### src/rtl/reg_wb_arbiter.sv
// Writeback arbiter: merges the never-stalled pipeline write port with a small
// FIFO of multi-cycle results, squashing buffered writes overtaken by the pipeline.
module reg_wb_arbiter #(
  parameter int unsigned DEPTH = 2
) (
  input  logic        clk,
  input  logic        rst,
  input  logic        pipe_we,
  input  logic [4:0]  pipe_rd,
  input  logic [31:0] pipe_data,
  input  logic        mc_valid,
  input  logic [4:0]  mc_rd,
  input  logic [31:0] mc_data,
  output logic        mc_ready,
  output logic        regwrite,
  output logic [4:0]  wrreg,
  output logic [31:0] wrdata,
  output logic [31:0] pending_mask,
  output logic [2:0]  fifo_count
);

  localparam int unsigned PW = (DEPTH > 2) ? 2 : 1;
  localparam logic [2:0] DEPTH_C = 3'(DEPTH);

  logic [4:0]       ent_rd   [DEPTH];
  logic [31:0]      ent_data [DEPTH];
  logic [DEPTH-1:0] ent_valid;
  logic [DEPTH-1:0] valid_next;
  logic [PW-1:0]    head, tail;
  logic [2:0]       count;

  logic pipe_eff, push, pop, head_live, push_valid;

  always_comb begin
    pipe_eff   = pipe_we && (pipe_rd != 5'd0);
    mc_ready   = count < DEPTH_C;
    push       = mc_valid && mc_ready;
    head_live  = (count != 3'd0) && ent_valid[head];
    // A live head yields to the pipeline; a squashed head drains regardless.
    pop        = (count != 3'd0) && !(head_live && pipe_eff);
    push_valid = (mc_rd != 5'd0) && !(pipe_eff && (pipe_rd == mc_rd));

    valid_next = ent_valid;
    for (int unsigned i = 0; i < DEPTH; i++) begin
      if (pipe_eff && (ent_rd[i] == pipe_rd)) valid_next[i] = 1'b0;
    end
    if (pop)  valid_next[head] = 1'b0;
    if (push) valid_next[tail] = push_valid;
  end

  always_comb begin
    pending_mask = '0;
    for (int unsigned i = 0; i < DEPTH; i++) begin
      if (ent_valid[i]) pending_mask[ent_rd[i]] = 1'b1;
    end
    pending_mask[0] = 1'b0;
  end

  assign fifo_count = count;

  always_ff @(posedge clk) begin
    if (rst) begin
      head      <= '0;
      tail      <= '0;
      count     <= '0;
      ent_valid <= '0;
      regwrite  <= 1'b0;
      wrreg     <= '0;
      wrdata    <= '0;
    end else begin
      ent_valid <= valid_next;
      if (push) tail <= tail + PW'(1);
      if (pop)  head <= head + PW'(1);
      count    <= count + {2'b00, push} - {2'b00, pop};
      regwrite <= pipe_eff || head_live;
      if (pipe_eff) begin
        wrreg  <= pipe_rd;
        wrdata <= pipe_data;
      end else if (head_live) begin
        wrreg  <= ent_rd[head];
        wrdata <= ent_data[head];
      end
    end
  end

  always_ff @(posedge clk) begin
    if (push) begin
      ent_rd[tail]   <= mc_rd;
      ent_data[tail] <= mc_data;
    end
  end

endmodule

### config.mk
export PLATFORM = sky130hd
export DESIGN_NAME = reg_wb_arbiter
export DESIGN_NICKNAME = d
export VERILOG_FILES = /design/src/rtl/reg_wb_arbiter.sv
export SDC_FILE = /design/constraint.sdc
export NUM_CORES = 1
export LEC_CHECK = 0
export CELL_PAD_IN_SITES_DETAIL_PLACEMENT = 1
export CELL_PAD_IN_SITES_GLOBAL_PLACEMENT = 2
export CORE_UTILIZATION = 26
export DETAILED_ROUTE_END_ITERATION = 6
export PLACE_DENSITY = 0.76
export RECOVER_POWER = 100
export SYNTH_ARGS = -nofsm -noshare
export SYNTH_HDL_FRONTEND = slang
export SYNTH_SLANG_ARGS = --single-unit
### constraint.sdc
create_clock -name clk -period 3.3 [get_ports clk]
set_input_delay 0.66 -clock clk [delete_from_list [all_inputs] [get_ports clk]]
set_output_delay 0.66 -clock clk [all_outputs]
set_load 0.02 [all_outputs]
==> impl_results.rst <==
.. list-table::
   :header-rows: 1

   * - Metric
     - Value
   * - Residual overflow from global routing
     - 0
   * - Number of sinks on the clock net
     - 120
   * - Nature of the critical path startpoint
     - register
   * - Post-layout min period
     - 3.080 ns
   * - Violation count after the first detailed-route iteration
     - 151
   * - Skew final
     - 0.009900 ns
   * - Worst Max-Slew Pin Slew
     - 1.621 ns
   * - Final wirelength
     - 16330 µm
   * - Placement Rows
     - 52
   * - Cell chosen for the clock root
     - sky130_fd_sc_hd__clkbuf_16
   * - Outcome
     - complete, but fails checks
   * - Final weighted congestion in routability-driven placement
     - 0.7934
   * - Max-Slew Margin vs Limit
     - -0.08035
   * - Total setup violations reported at the end of the flow
     - 0
   * - CP arrival
     - 2.42 ns
   * - First-pass GRT wire length
     - 25500 µm
   * - Count of flip-flops with a built-in enable after synthesis
     - 74
   * - Top-area cell type share of the netlist area
     - 0.4107
   * - Clock tree from TritonCTS
     - built
   * - Via count of the first global-routing pass
     - 4690
   * - Final Max Slew Viols
     - 39
   * - Count of synthesis-stage warnings from yosys
     - 0
   * - Maximum fanout along the worst path
     - 10
   * - Commonest cells after routing, fill and taps aside
     - 112 x sky130_fd_sc_hd__dlygate4sd3_1, 74 x sky130_fd_sc_hd__edfxtp_1, 46 x sky130_fd_sc_hd__nand3_1, 45 x sky130_fd_sc_hd__nand2_1, 45 x sky130_fd_sc_hd__dfxtp_1
   * - Highest clock frequency the design can meet
     - 324.7 MHz
   * - Die area
     - 21390 µm²
   * - Total routing usage reported by global routing
     - 0.1556
   * - CP Class
     - reg2out
   * - Total DRC errors in the routed layout
     - 0
   * - Number of endpoints with negative hold slack in the final report
     - 0
   * - Most common cell after layout, fill and taps aside
     - sky130_fd_sc_hd__dlygate4sd3_1
   * - Net count of the finished layout
     - 699
   * - Starting density of the core
     - 0.2665
   * - Dominant cell type by area after synthesis
     - sky130_fd_sc_hd__edfxtp_1
   * - Top metal layer carrying routed signals
     - met5
   * - DRT Pass-1 Iters
     - 4
   * - Pin count of the biggest net entering global routing
     - 40
   * - Length of routed wiring on met1
     - 7042 µm
   * - Width of the die
     - 146.3 µm
   * - Worst min-delay path category
     - reg2reg
   * - Final antenna-violating net count
     - 0
   * - H-tree level count
     - 4
   * - TritonCTS Buffers
     - 17
   * - Mapped Area
     - 5410 µm²
   * - Number of gates resized after CTS
     - 0
   * - Most common flop cell mapped by yosys
     - sky130_fd_sc_hd__edfxtp_1
   * - Number of buffers added for setup after CTS
     - 0
   * - Share of the clock period used by the worst path
     - 0.9333
   * - Number of nets produced by synthesis
     - 555
   * - Post-CTS Hold Buffers
     - 0
   * - Routed wirelength normalized by instance count
     - 18.09 µm
   * - Post-synthesis sequential element count
     - 120
   * - Top-Level Pins
     - 152
   * - Met3 routed WL
     - 823 µm
   * - Met2 wirelength from detailed routing
     - 8241 µm
   * - Count of input and output buffers
     - 150
   * - Vias per inst
     - 4.822
   * - Power density of the placed cells
     - 679.9 nW/µm²
   * - Post-Route Utilization
     - 0.3796
   * - Buffer depth of the longest clock path
     - 2
   * - Synth area leaders
     - sky130_fd_sc_hd__edfxtp_1 41%, sky130_fd_sc_hd__dfxtp_1 17%, sky130_fd_sc_hd__mux2i_1 6.8%
   * - Clk_lat worst skew
     - 0.42 ns
   * - Vertical die dimension
     - 146.3 µm
   * - Detailed Place HPWL
     - 11670 µm
   * - Number of different library cells in the post-synthesis netlist
     - 38
   * - Clock transition time at the flip-flop clock pins of the worst setup and hold paths
     - 0.05 ns
   * - Critical path endpoint category
     - primary output
   * - Max-cap check violation count
     - 1
   * - Unrepaired setup endpoints after global routing
     - no
   * - Async SR Flop Fraction
     - 0
   * - Violated checks
     - capacitance limit, slew limit
   * - Data required, critical path
     - 2.64 ns
   * - Accumulated negative setup slack
     - 0 ns
   * - Pleak
     - 2.728 nW
   * - Average instance area after synthesis
     - 11.41 µm²
   * - Detailed-route via count
     - 4354
   * - Worst VDD drop
     - 373.5 µV
   * - Area Overhead vs Synth
     - 42.44%
   * - Gate count after technology mapping
     - 474
   * - Sequential fraction of the synthesis area
     - 0.5809
   * - Fraction of final layout cells with drive strength greater than 1
     - 0.09667
   * - Floorplan Core Area
     - 20300 µm²
   * - Number of antenna violations at the first check in global routing
     - 3
## final timing paths
check                     from         endpoint  slack [ns]  depth (start not counted)
setup / recovery  ent_rd[1][4]  pending_mask[5]        0.22                          3
hold / removal            tail             tail        0.47                          2
hold reg to reg           tail             tail        0.47                          2
setup reg to reg  ent_valid[0]        wrdata[6]        0.66                          4
## cells in the mapped netlist, types with 3 or more instances
| cell type | count |
|---|---|
| sky130_fd_sc_hd__nor3_1 | 5 |
| sky130_fd_sc_hd__nand2_1 | 45 |
| sky130_fd_sc_hd__o211ai_2 | 9 |
| sky130_fd_sc_hd__xor2_1 | 4 |
| sky130_fd_sc_hd__xnor2_1 | 13 |
| sky130_fd_sc_hd__o211ai_1 | 29 |
| sky130_fd_sc_hd__buf_2 | 15 |
| sky130_fd_sc_hd__clkbuf_1 | 22 |
| sky130_fd_sc_hd__nand3_1 | 46 |
| sky130_fd_sc_hd__buf_1 | 3 |
| sky130_fd_sc_hd__edfxtp_1 | 74 |
| sky130_fd_sc_hd__or3b_2 | 4 |
| sky130_fd_sc_hd__or3_1 | 3 |
| sky130_fd_sc_hd__inv_1 | 6 |
| sky130_fd_sc_hd__mux2i_1 | 37 |
| sky130_fd_sc_hd__a21oi_1 | 32 |
| sky130_fd_sc_hd__dfxtp_1 | 46 |
| sky130_fd_sc_hd__a21oi_2 | 10 |
| sky130_fd_sc_hd__nand3b_1 | 10 |
| sky130_fd_sc_hd__o22ai_1 | 32 |
| sky130_fd_sc_hd__nor2_1 | 9 |
## kinds of logic (layout without fill, tap and decap cells)
kind of cell    Yosys count  in the layout  share of synthesized area
buf+inv                  49            206                    0.04163
other cells               1              3                  0.0006931
flops                   120            120                     0.5809
mux                      38             38                    0.07054
compound gates          117            117                     0.1529
xor+xnor                 17             17                    0.02752
simple gates            129            129                     0.1175
fa+ha+maj                 3              3                   0.008325
## where the power goes
group / internal (mW) / leakage (nW) / switching [mW] / total [mW]
clock: 1.12 / 0.279 / 0.670 / 1.79
combinational: 0.580 / 1.39 / 0.811 / 1.39
sequential: 1.86 / 1.06 / 0.202 / 2.06
## sequential cells by signal, indices dropped and copies added (netlist names), named ones only
register and cells:
ent_data 64, wrdata 32, ent_rd 10, wrreg 5, fifo_count 3, ent_valid 2
head 1, regwrite 1, tail 1
## metal layers
metal | global-route usage | vias to the layer above
li1 | - | 2068
met4 | 0.05208 | 2
met2 | 0.2726 | 133
met5 | 0 | -
met3 | 0.03906 | 20
met1 | 0.1848 | 2131
## worst max-delay path, stage by stage, from the launching register on
cell                            delay (ns)
sky130_fd_sc_hd__edfxtp_1             0.55
sky130_fd_sc_hd__or3b_2               0.59
sky130_fd_sc_hd__o22ai_1              0.17
sky130_fd_sc_hd__dlygate4sd3_1        0.70
## final cells by class
class	instances	area, µm²
timing repair buffer	168	1627
clock buffer	22	485.5
tap	270	337.8
clock inverter	10	92.59
inverter	6	22.52
multi-input combinational	305	1992
fill	2240	12590
sequential	120	3144
antenna	2	5.005
## metrics by stage
stage	worst slack, ns	area (µm²)	power [mW]	std cells	hold WS (ns)
finish	0.2201	7706	5.239	903	0.4701
global route	0.1485	7706	5.507	903	0.5028
CTS	0.2536	7782	5.397	901	0.4723
detailed placement	0.1541	7204	3.578	869	0.4651
global placement	0.1813	7204	3.533	869	0.4561
floorplan	0.6141	5410	2.986	474	0.4449
Note: power is estimated with default switching activity, not from simulation.
==> RTL change 1 (config.mk and constraints unchanged) <==
Set the parameter `DEPTH` to 1 (it was 2).
--- a/src/rtl/reg_wb_arbiter.sv
+++ b/src/rtl/reg_wb_arbiter.sv
@@ -1,7 +1,7 @@
 // Writeback arbiter: merges the never-stalled pipeline write port with a small
 // FIFO of multi-cycle results, squashing buffered writes overtaken by the pipeline.
 module reg_wb_arbiter #(
-  parameter int unsigned DEPTH = 2
+  parameter int unsigned DEPTH = 1
 ) (
   input  logic        clk,
   input  logic        rst,
Check against the original RTL: not equivalent (Yosys sat finds a counterexample within 4 cycles, from zero or initial values and one cycle with rst high).
==> RTL change 1 against the original RTL <==
Die area fell by 34%. Largest cell class unchanged. Global-route usage down 0.63 points. Setup slack better by 0.17 ns. Sequential cell count down 39. Via count decreased by 33%. Area after synthesis decreased by 35%. Worst hold slack got worse by 0.00094 ns. Routed wire length fell by 37%. Critical path type is now in -> reg. Combinational power fell by 34%. Highest routed layer is now met4. Cell area is 29% lower. Power is 37% lower. Sequential share of layout area is 4.3 points lower.
==> RTL change 1: results (changes against the original RTL) <==
Worst-Margin Slew=1.404 ns (-0.2165 ns); biggest fanout along the worst timing path=44 (+34); number of global-route vias before repair=3,072 (-34%); final estimated routing congestion in global placement=0.7809 (-1.6%); skew final=0.01305 ns (+0.003154 ns); fin. max-slew vios=0 (-100%); static leakage=0.002291 uW (-16%); Setup Fix Bufs, Post-CTS=0 (unchanged); drt first-iter violations=68 (-55%); H-tree level count=3 (-1); Net count, final=537 (-23%); run status=finished clean; Post-Syn Nets=391 (-30%); top post-synthesis cells by count=sky130_fd_sc_hd__nor2_1 (73), sky130_fd_sc_hd__dfxtp_1 (44), sky130_fd_sc_hd__edfxtp_1 (37), sky130_fd_sc_hd__mux2i_1 (37), sky130_fd_sc_hd__a211oi_1 (34); clock insertion delay at the later pin of the skew report=0.33 ns (-0.09 ns); fraction of layout cells with a size suffix above 1=6.941% (-2.7 points); cells taking the most area after synthesis=sky130_fd_sc_hd__edfxtp_1 (32%), sky130_fd_sc_hd__dfxtp_1 (25%), sky130_fd_sc_hd__mux2i_1 (11%); dpl hpwl=7477 um (-36%); number of buffers created by CTS=9 (-8); worst IR drop on VDD=0.3400 mV (-9.0%); worst hold path class=reg -> reg; antenna violations before repair=1 (-2); number of enable flip-flop cells after synthesis=37 (-50%); WL per Instance=16.04 um (-11%); Crit path arrival time=3.15 ns (+0.73 ns); Overall Global Routing Usage=14.93% (-0.63 points); capture instance of the worst register-to-register path=ent_data[0][15]; reg-to-reg setup timing slack=0.88 ns (+0.22 ns); largest net degree at the start of global routing=45 (+13%); Crit Reg-Reg Startpoint=fifo_count[1]; number of cells on the worst reg-to-reg path=6 (+2); post-place instance area=0.005185 mm^2 (-28%); clock slew at the register clock pins of the worst setup and hold paths=0.07 ns (+0.02 ns); via count of the routed design=2,921 (-33%); global-route wire length before repair=16,280 um (-36%); biggest registers after layout=ent_data (32), wrdata (32)
[RTL change 1: worst max-delay path by stage]
stage,depth (start not counted),start,to,slack (ns)
6_report,6,pipe_rd[3],ent_valid,0.39
5_1_grt,6,pipe_rd[3],ent_valid,0.17
4_1_cts,3,ent_rd[0][4],pending_mask[16],0.39
3_5_place_dp,9,pipe_rd[3],fifo_count[2],0.32
3_3_place_gp,9,pipe_rd[3],fifo_count[2],0.40
2_1_floorplan,9,pipe_rd[1],fifo_count[2],0.73
[RTL change 1: layer usage]
| metal | up-vias | wire [um] | track usage (%) |
|---|---|---|---|
| met4 | 0 | 158 | 5.696 |
| met3 | 12 | 609 | 4.488 |
| met2 | 107 | 4968 | 25.70 |
| met5 | - | 0 | 0 |
| met1 | 1402 | 4515 | 17.38 |
| li1 | 1400 | - | - |
[RTL change 1: critical path: stages]
cell and delay (ns):
sky130_fd_sc_hd__dlygate4sd3_1 0.64, sky130_fd_sc_hd__or4_4 0.56, sky130_fd_sc_hd__o21ai_4 0.14, sky130_fd_sc_hd__clkbuf_2 0.71
sky130_fd_sc_hd__nor4_1 0.17, sky130_fd_sc_hd__o31ai_1 0.27
[RTL change 1: where the power goes]
group | internal (uW) | switching (uW)
sequential | 1260 | 105
clock | 585 | 407
combinational | 430 | 490
total | 2270 | 1000
[RTL change 1: cell type report]
type	instances	area, um^2
fill	1470	7790
timing repair buffer	159	1564
clock inverter	7	67.56
tap	176	220.2
antenna	2	5.005
sequential	81	1992
multi-input combinational	201	1364
clock buffer	9	225.2
inverter	4	15.01
[RTL change 1: cells by family after synthesis]
family / after synthesis / synth area share, %
and+or+nand+nor: 102 / 13.25
DFF: 81 / 56.53
AOI/OAI and AO/OA: 45 / 10.40
muxes: 37 / 10.51
buffers and inverters: 28 / 4.687
xor gates and xnor gates: 13 / 3.232
adders and majority gates: 3 / 1.278
other: 1 / 0.1064
[RTL change 1: metrics by stage]
step	hold WS, ns	utilization (%)	cells	setup slack, ns
floorplan	0.4320	-	310	0.7268
global placement	0.4389	39.15	621	0.3984
detailed placement	0.4544	39.15	621	0.3191
CTS	0.4712	41.36	637	0.3879
global route	0.5154	41.16	638	0.1700
finish	0.4691	41.18	639	0.3870
==> RTL change 2 (config.mk and constraints unchanged) <==
Without the edit above. Make the reset (`rst`) asynchronous in one clocked block.
--- a/src/rtl/reg_wb_arbiter.sv
+++ b/src/rtl/reg_wb_arbiter.sv
@@ -58,7 +58,7 @@
 
   assign fifo_count = count;
 
-  always_ff @(posedge clk) begin
+  always_ff @(posedge clk or posedge rst) begin
     if (rst) begin
       head      <= '0;
       tail      <= '0;
Formal check against the unedited RTL: differs if rst is asserted again (counterexample within 4 cycles, from zero or initial values and one cycle with rst high); with rst held inactive, the same outputs for 4 cycles.
==> RTL change 2 against the original RTL <==
Cell area is 0.62% higher. Critical path depth did not move. Critical endpoint is now pending_mask[10]. Routed wire length shrank 9.4%. Sequential cell count fell by 1. Area after synthesis shrank 0.51%. Largest power group unchanged. Power rose by 11%. Setup slack worse by 0.040 ns. Non-clock buffer count decreased by 5.
==> RTL change 2: results (changes against the original RTL) <==
Async SR Flop Fraction=37.82% (+38 points); via count of the routed design=3,896 (-11%); run status=finished clean; sequential-to-total area share from yosys stat=62.20% (+4.1 points); antenna violations before repair=0 (-3); worst hold path class=reg -> reg; skew final=0.005396 ns (-0.004504 ns); number of iterations in the first detailed-routing pass=4 (unchanged); most frequently used flop master after synthesis=sky130_fd_sc_hd__edfxtp_1; Crit path arrival time=2.46 ns (+0.04 ns); delay of the slowest cell on the worst path=0.72 ns (+0.02 ns); clock slew at the register clock pins of the worst setup and hold paths=0.05 ns (about the same); top post-synthesis cells by count=sky130_fd_sc_hd__edfxtp_1 (74), sky130_fd_sc_hd__dfrtp_1 (45), sky130_fd_sc_hd__nand2_1 (40), sky130_fd_sc_hd__mux2i_1 (38), sky130_fd_sc_hd__mux2_2 (37); total DRC errors in the routed layout=0 (unchanged); CTS root buffer=sky130_fd_sc_hd__clkbuf_16; drt first-iter violations=203 (+34%); post-place instance area=0.007213 mm^2 (+0.12%); dpl hpwl=10,500 um (-10%); number of unique standard cell types used by synthesis=34 (-11%); Post-Syn Nets=490 (-12%); number of buffers created by CTS=17 (unchanged); final estimated routing congestion in global placement=0.8259 (+4.1%); Overall Global Routing Usage=14.63% (-0.93 points); Net count, final=646 (-7.6%); number of gates resized after CTS=0 (unchanged); number of instances in the synthesized netlist=409 (-14%); delay-heaviest family, CP=buffers and inverters; cells taking the most area after synthesis=sky130_fd_sc_hd__edfxtp_1 (41%), sky130_fd_sc_hd__dfrtp_1 (21%), sky130_fd_sc_hd__mux2_2 (7.7%); fraction of layout cells with a size suffix above 1=14.53% (+4.9 points); fillcell total=2,150 (-4.0%); YS warnings=0 (unchanged); post-layout instance count excluding filler cells=848 (-6.1%); biggest fanout along the worst timing path=10 (unchanged); WL per Instance=17.45 um (-3.5%); post-placement cell count=816 (-6.1%); number of global-route vias before repair=4,372 (-6.8%); worst IR drop on VDD=0.3208 mV (-14%); static leakage=0.002865 uW (+5.1%); count of inserted antenna diode cells=0 (-2); number of buffer cells added on primary ports=150 (unchanged); Max Buffers Root-to-Sink=2 (unchanged); Slowest-stage cell, CP=sky130_fd_sc_hd__dlygate4sd3_1; H-tree level count=4 (unchanged); number of enable flip-flop cells after synthesis=74 (unchanged); global-route wire length before repair=23,850 um (-6.4%); biggest registers after layout=ent_data (64), wrdata (32), ent_rd (10); Setup Fix Bufs, Post-CTS=0 (unchanged); clock insertion delay at the later pin of the skew report=0.41 ns; Worst-Margin Slew=1.231 ns (-0.3899 ns); largest net degree at the start of global routing=41 (+2.5%); pre-CTS setup slack=0.1269 ns (-0.02721 ns)
## RTL change 2: cell count changes after synthesis, moves of 11 or more
cell                       change
sky130_fd_sc_hd__a21oi_1      -31
sky130_fd_sc_hd__dfxtp_1      -46
sky130_fd_sc_hd__o21ai_1      +12
sky130_fd_sc_hd__nand3_1      -42
sky130_fd_sc_hd__mux2_2       +36
sky130_fd_sc_hd__o211ai_1     -28
sky130_fd_sc_hd__xor2_1       +13
sky130_fd_sc_hd__o21ai_0      +30
sky130_fd_sc_hd__dfrtp_1      +45
sky130_fd_sc_hd__xnor2_1      -11
## RTL change 2: layer usage
layer	vias up	wire length, um	GRT usage [%]	share of wire (%)
met5	-	0	0	0
met4	0	134	4.053	0.91
met3	11	868	4.483	5.9
li1	1833	-	-	-
met2	130	7637	25.79	52
met1	1922	6154	17.09	42
## RTL change 2: cell type report
| cell class | count | share of cell area, % |
|---|---|---|
| clock buffer | 21 | 5.954 |
| clock inverter | 11 | 1.581 |
| inverter | 7 | 0.3389 |
| multi-input combinational | 257 | 24.16 |
| sequential | 119 | 43.20 |
| tap | 270 | 4.357 |
| timing repair buffer | 163 | 20.41 |
## RTL change 2: path summary, 6_finish.rpt
| kind | slack, ns | cells past startpoint | end | from |
|---|---|---|---|---|
| min in group asynchronous | 0.95 | 2 | wrdata[7] | rst |
| hold reg to reg | 0.55 | 1 | fifo_count[0] | fifo_count[0] |
| hold / removal | 0.55 | 1 | fifo_count[0] | fifo_count[0] |
| max in group asynchronous | 1.11 | 3 | wrdata[27] | rst |
| setup reg to reg | 0.66 | 4 | ent_data[1][15] | fifo_count[1] |
| setup / recovery | 0.18 | 3 | pending_mask[10] | ent_rd[0][4] |
## RTL change 2: per-stage QoR
stage	util (%)	total power (uW)
3_3_place_gp	35.65	4085
2_1_floorplan	-	3348
6_report	38.32	5806
5_1_grt	38.32	6138
3_5_place_dp	35.65	4162
4_1_cts	38.54	6004
## RTL change 2: cell families (layout without fill, tap and decap cells)
group,Yosys count,after routing,synth area share [%]
AO/OA/AOI/OAI,81,81,8.601
XOR/XNOR,19,19,3.092
AND/OR/NAND/NOR,78,78,7.252
buffers and inverters,33,202,3.138
adder cells (fa/ha/maj),3,3,0.8368
other,1,1,0.06967
multiplexers,75,75,14.81
flip-flops,119,119,62.20
## RTL change 2: report_power, final
group	switching, uW	internal, uW
registers	176	1910
clock network	662	1150
logic	1040	864
total	1880	3930
